[config.mk]
export PLATFORM = sky130hd
export DESIGN_NAME = branch_predictor
export DESIGN_NICKNAME = d
export VERILOG_FILES = /design/src/rtl/branch_predictor.sv
export SDC_FILE = /design/constraint.sdc
export NUM_CORES = 2
export LEC_CHECK = 0
export BUFFER_PORTS_ARGS = -buffer_cell sky130_fd_sc_hd__buf_2
export CORE_MARGIN = 3
export CORE_UTILIZATION = 40
export DETAILED_ROUTE_END_ITERATION = 16
export MAX_ROUTING_LAYER = met4
export PLACE_DENSITY = 0.66
export SKIP_LAST_GASP = 1
export SLEW_MARGIN = 10
export SYNTH_ARGS = -nofsm -noshare
export SYNTH_HDL_FRONTEND = slang
export SYNTH_SLANG_ARGS = --single-unit
[constraint.sdc]
create_clock -name clk -period 6.6 [get_ports clk]
set_input_delay 0.99 -clock clk [delete_from_list [all_inputs] [get_ports clk]]
set_output_delay 0.99 -clock clk [all_outputs]
set_load 0.01 [all_outputs]
[src/rtl/branch_predictor.sv]
// ---------------------------------------------------------------------------
// branch_predictor
//   Fetch-side direction predictor (2-bit saturating counters) plus branch
//   target buffer. The fetch lookup is purely combinational; the prediction
//   bit travels F->D->E so execute can detect a mispredict. Execute-stage
//   outcomes train the tables and update branch/mispredict statistics.
//
// Ports
//   clk          clock, all state changes on the rising edge
//   rst_n        synchronous active-low reset
//   PCF          fetch-stage PC
//   StallD       hold the F->D prediction register
//   FlushD       clear the F->D prediction register (wins over StallD)
//   FlushE       clear the D->E prediction register
//   BranchE      a conditional branch resolves in execute this cycle
//   BtakenE      resolved direction of that branch
//   PCE          PC of the execute-stage branch
//   PCTargetE    resolved target of the execute-stage branch
//   prediction   fetch-stage predicted-taken (combinational)
//   PCPredF      predicted next PC: BTB target when predicted taken, else PCF+4
//   predictionE  prediction bit aligned with execute
//   mispredictE  BranchE & (predictionE != BtakenE)
//   branch_cnt   resolved branch count (wraps)
//   mispred_cnt  mispredicted branch count (wraps)
// ---------------------------------------------------------------------------
module branch_predictor #(
    parameter int         IDX_W    = 6,
    parameter logic [1:0] CNT_INIT = 2'b01
) (
    input  logic        clk,
    input  logic        rst_n,
    input  logic [31:0] PCF,
    input  logic        StallD,
    input  logic        FlushD,
    input  logic        FlushE,
    input  logic        BranchE,
    input  logic        BtakenE,
    input  logic [31:0] PCE,
    input  logic [31:0] PCTargetE,
    output logic        prediction,
    output logic [31:0] PCPredF,
    output logic        predictionE,
    output logic        mispredictE,
    output logic [31:0] branch_cnt,
    output logic [31:0] mispred_cnt
);

    localparam int DEPTH = 2 ** IDX_W;
    localparam int TAG_W = 32 - IDX_W - 2;

    // Counter encoding: 00 strong NT, 01 weak NT, 10 weak T, 11 strong T.
    function automatic logic [1:0] sat_inc(input logic [1:0] c);
        return (c == 2'b11) ? 2'b11 : (c + 2'b01);
    endfunction

    function automatic logic [1:0] sat_dec(input logic [1:0] c);
        return (c == 2'b00) ? 2'b00 : (c - 2'b01);
    endfunction

    logic [1:0]       cnt_r    [DEPTH];
    logic [DEPTH-1:0] valid_r;
    logic [TAG_W-1:0] tag_r    [DEPTH];
    logic [31:0]      target_r [DEPTH];

    logic             prediction_d_r;
    logic             prediction_e_r;
    logic [31:0]      branch_cnt_r;
    logic [31:0]      mispred_cnt_r;

    logic [IDX_W-1:0] idx_f_s;
    logic [IDX_W-1:0] idx_e_s;
    logic             hit_s;
    logic             prediction_s;
    logic [31:0]      pc_pred_s;
    logic             mispredict_s;
    logic             unused_s;

    assign idx_f_s  = PCF[IDX_W+1:2];
    assign idx_e_s  = PCE[IDX_W+1:2];
    // Word-aligned PCs: the two low bits never participate in lookup.
    assign unused_s = ^{PCF[1:0], PCE[1:0]};

    // Fetch lookup: reads the table state as it stood before this edge, so a
    // same-index update only becomes visible the following cycle.
    always_comb begin
        hit_s        = valid_r[idx_f_s] && (tag_r[idx_f_s] == PCF[31:IDX_W+2]);
        prediction_s = hit_s && cnt_r[idx_f_s][1];
        if (prediction_s) begin
            pc_pred_s = target_r[idx_f_s];
        end else begin
            pc_pred_s = PCF + 32'd4;
        end
        mispredict_s = BranchE && (prediction_e_r != BtakenE);
    end

    // Direction counters and valid bits; reset overrides a concurrent update.
    always_ff @(posedge clk) begin
        if (!rst_n) begin
            for (int i = 0; i < DEPTH; i++) begin
                cnt_r[i] <= CNT_INIT;
            end
            valid_r <= '0;
        end else if (BranchE) begin
            if (BtakenE) begin
                cnt_r[idx_e_s]   <= sat_inc(cnt_r[idx_e_s]);
                valid_r[idx_e_s] <= 1'b1;
            end else begin
                // Not-taken leaves the BTB entry alone; a stale valid entry
                // stops predicting once the counter drops below 10.
                cnt_r[idx_e_s] <= sat_dec(cnt_r[idx_e_s]);
            end
        end
    end

    // BTB tag/target payload; no reset needed because valid gates every use.
    always_ff @(posedge clk) begin
        if (BranchE && BtakenE) begin
            tag_r[idx_e_s]    <= PCE[31:IDX_W+2];
            target_r[idx_e_s] <= PCTargetE;
        end
    end

    // Prediction pipeline F->D->E; flush takes priority over stall.
    always_ff @(posedge clk) begin
        if (!rst_n) begin
            prediction_d_r <= 1'b0;
            prediction_e_r <= 1'b0;
        end else begin
            if (FlushD) begin
                prediction_d_r <= 1'b0;
            end else if (!StallD) begin
                prediction_d_r <= prediction_s;
            end
            prediction_e_r <= FlushE ? 1'b0 : prediction_d_r;
        end
    end

    // Branch and mispredict statistics, wrapping modulo 2**32.
    always_ff @(posedge clk) begin
        if (!rst_n) begin
            branch_cnt_r  <= 32'd0;
            mispred_cnt_r <= 32'd0;
        end else begin
            if (BranchE) begin
                branch_cnt_r <= branch_cnt_r + 32'd1;
            end
            if (mispredict_s) begin
                mispred_cnt_r <= mispred_cnt_r + 32'd1;
            end
        end
    end

    assign prediction  = prediction_s;
    assign PCPredF     = pc_pred_s;
    assign predictionE = prediction_e_r;
    assign mispredictE = mispredict_s;
    assign branch_cnt  = branch_cnt_r;
    assign mispred_cnt = mispred_cnt_r;

endmodule
==> results.yml <==
synth:
  synth_cells: 6863
  synth_enable_flop_cells: 3712
  netlist_area_um2: 150000
  ys.warnings.count: 0
  synth_nets: 6969
  synth_area_per_cell_um2: 21.9
  synth-main-ff-cell: "edfxtp_1"
  synth_cell_types: 80
  yosys_register_bits: 3842
  async_flop_share_pct: 0
  seq_area_frac_synth_pct: 76.0
timing:
  slew-limit-headroom_pct: 7.38
  timing.final.hold_violations: 0
  post-route-period-util_pct: 99.5
  drv_slew: 0
  tightest_slew_ns: 1.39
  final.min_clock_period_ns: 6.57
  fmax_mhz: 152
  fin_skew_ns: 0.0319
  setup_viol: 0
floorplanning:
  die_y_um: 618
  coreArea_um2: 373000
  initial_core_util_pct: 40.2
  dieArea_um2: 383000
  rows: 224
  fp.dieW_um: 618
  io_pins: 202
clocking:
  cts_sinks: 3842
  cts_tree: "built"
  clk_latency_ns: 0.97
  cts_buffers: 379
  cts-root-buf: "clkbuf_16"
  htreeDepth: 5
  postCtsHoldBufs: 0
  post_cts_buffers: 0
  cts_buffer_depth: 4
  clk_pin_slew_ns: 0.06
placed_design:
  dp.cells: 11983
  io_buffers: 199
  dp_hpwl_um: 241000
  placed_area_um2: 160000
  place.gp.congestion: 0.919
setup_path:
  end_kind: "output pin"
  crit_required_ns: 5.61
  cp.arrival_ns: 5.58
  crit_type: "in -> out"
  crit_fanout: 37
  critPathLaunchType: "primary input"
layout:
  final_area_um2: 172000
  fill_cells: 30261
  stdcell_count: 12711
  drive_above_1_share_pct: 29.2
  syn2layout_area_growth_pct: 14.5
  ff_latch_area_um2: 114000
  fin_nets: 7499
  multi_input_area_um2: 34400
global_route:
  gr-usage-all-layers_pct: 23.0
  grt_overflow_total: 0
  antenna_found_initial: 47
  grt_pass1_wl_um: 599000
  grt_pass1_vias: 75858
  grt_max_degree: 115
outcome:
  status: "finished, final reports clean"
drt:
  drc: 0
  avgRoutedWirePerCell_um: 34.2
  dr.pass1.iters: 6
  antenna_left: 0
  route.final.wire_length_um: 434000
  viasPerCell: 6.08
  drt_iter0_drc: 11167
  num_vias: 77303
power_and_ir_drop:
  ir_drop_mv: 0.258
  p_leak_uw: 0.0541
  p_total_uw: 50700
  powerDensity_nw_per_um2: 295
run:
  cap_viol_max_count: 0
hold_path:
  holdCritPathClass: "in -> reg"
cells in the mapped netlist, drive strengths merged (31+ instances only):
cell / number / area (µm²)
a21oi: 35 / 175
a22oi: 119 / 893
and2: 67 / 419
and3: 31 / 194
buf: 232 / 1480
clkbuf: 167 / 627
dfxtp: 130 / 2600
edfxtp: 3712 / 111000
mux2: 47 / 638
mux2i: 135 / 1350
mux4: 1046 / 23700
nand2: 296 / 1110
nand3: 135 / 676
nor2: 192 / 721
o21a: 64 / 480
xnor2: 84 / 736
xor2: 42 / 368
path summary, 6_finish.rpt:
path	start	endpoint	slack, ns	cells after the start
max reg2reg	tag_r[56][10]	prediction_d_r	2.42	11
max	PCF[5]	PCPredF[7]	0.03	13
min	FlushE	predictionE	0.21	2
min reg2reg	prediction_d_r	predictionE	0.44	2
flip-flops by register name (all words and copies together), names as in the netlist:
signal,count
mispred_cnt,32
prediction_d_r,1
tag_r,1536
cnt_r,128
target_r,2048
valid_r,64
branch_cnt,32
predictionE,1
repair_timing:
item,in CTS,in global routing
gates cloned,0,1
setup endpoints to repair,1,1
endpoints found under the hold margin,0,0
resized for setup,1,13
pin swaps,0,1
routing by layer:
metal / global-route usage (%) / part of all wire, %
met5: - / 0
met4: 10.2 / 5.0
met3: 3.81 / 10
met2: 35.7 / 48
met1: 30.1 / 37
critical path, stage by stage:
cell and delay (ns):
clkbuf_8 0.27, nor2_4 0.92, a22oi_1 0.25, a32o_1 0.36, xor2_2 0.40, nand3_1 0.18, a2111oi_1 0.47, nand4b_1 0.23
a2111oi_4 0.68, buf_12 0.20, mux2i_1 0.19, buf_4 0.16, buf_2 0.15
where the power goes:
group	leakage, µW	internal (µW)	total, µW	switching [µW]
sequential	0.0344	26800	26900	34.0
combinational	0.0138	1010	2640	1630
clock	0.00590	12000	21200	9160
cells in the final DEF, fill, tap and decap left out, types with 29 or more instances in the layout:
cell type / instances
edfxtp_1: 3712
and3_1: 31
nand2_1: 296
buf_2: 193
and2_1: 66
a22oi_1: 119
diode_2: 32
nand3_1: 135
buf_12: 85
bufinv_16: 34
clkinv_2: 69
mux4_2: 1005
mux2i_1: 134
a21oi_1: 34
mux4_1: 41
buf_4: 262
xnor2_1: 80
clkbuf_1: 65
clkbuf_16: 384
nand4_1: 29
clkinv_1: 97
nor2_1: 125
nor2_4: 66
dfxtp_1: 130
xor2_1: 38
mux2_4: 29
o21a_1: 64
kinds of logic after synthesis:
kind of cell / share of synthesized area (%)
muxes: 17.1
DFF: 76.0
and+or+nand+nor: 2.72
xor gates and xnor gates: 0.735
adders and majority gates: 0.0384
buffers and inverters: 1.44
AOI/OAI and AO/OA: 1.92
final cells by class:
| type | count | share of cell area [%] |
|---|---|---|
| inverter | 13 | 0.0357 |
| timing repair buffer | 548 | 2.80 |
| clock buffer | 452 | 5.75 |
| clock inverter | 243 | 1.30 |
| antenna | 32 | 0.0466 |
| multi-input combinational | 2609 | 20.1 |
| sequential | 3842 | 66.4 |
| tap | 4972 | 3.62 |
through the flow:
stage | setup TNS, ns | worst slack [ns] | hold slack, ns | utilization, %
global route | -0.0173 | -0.0173 | 0.189 | 46.0
global placement | 0 | 0.0805 | 0.422 | 42.7
CTS | 0 | 0.00477 | 0.144 | 46.0
finish | 0 | 0.0340 | 0.208 | 46.1
floorplan | 0 | 1.44 | 0.406 | -
detailed placement | -0.0229 | -0.0229 | 0.438 | 42.8
(Power assumes the default switching activity.)
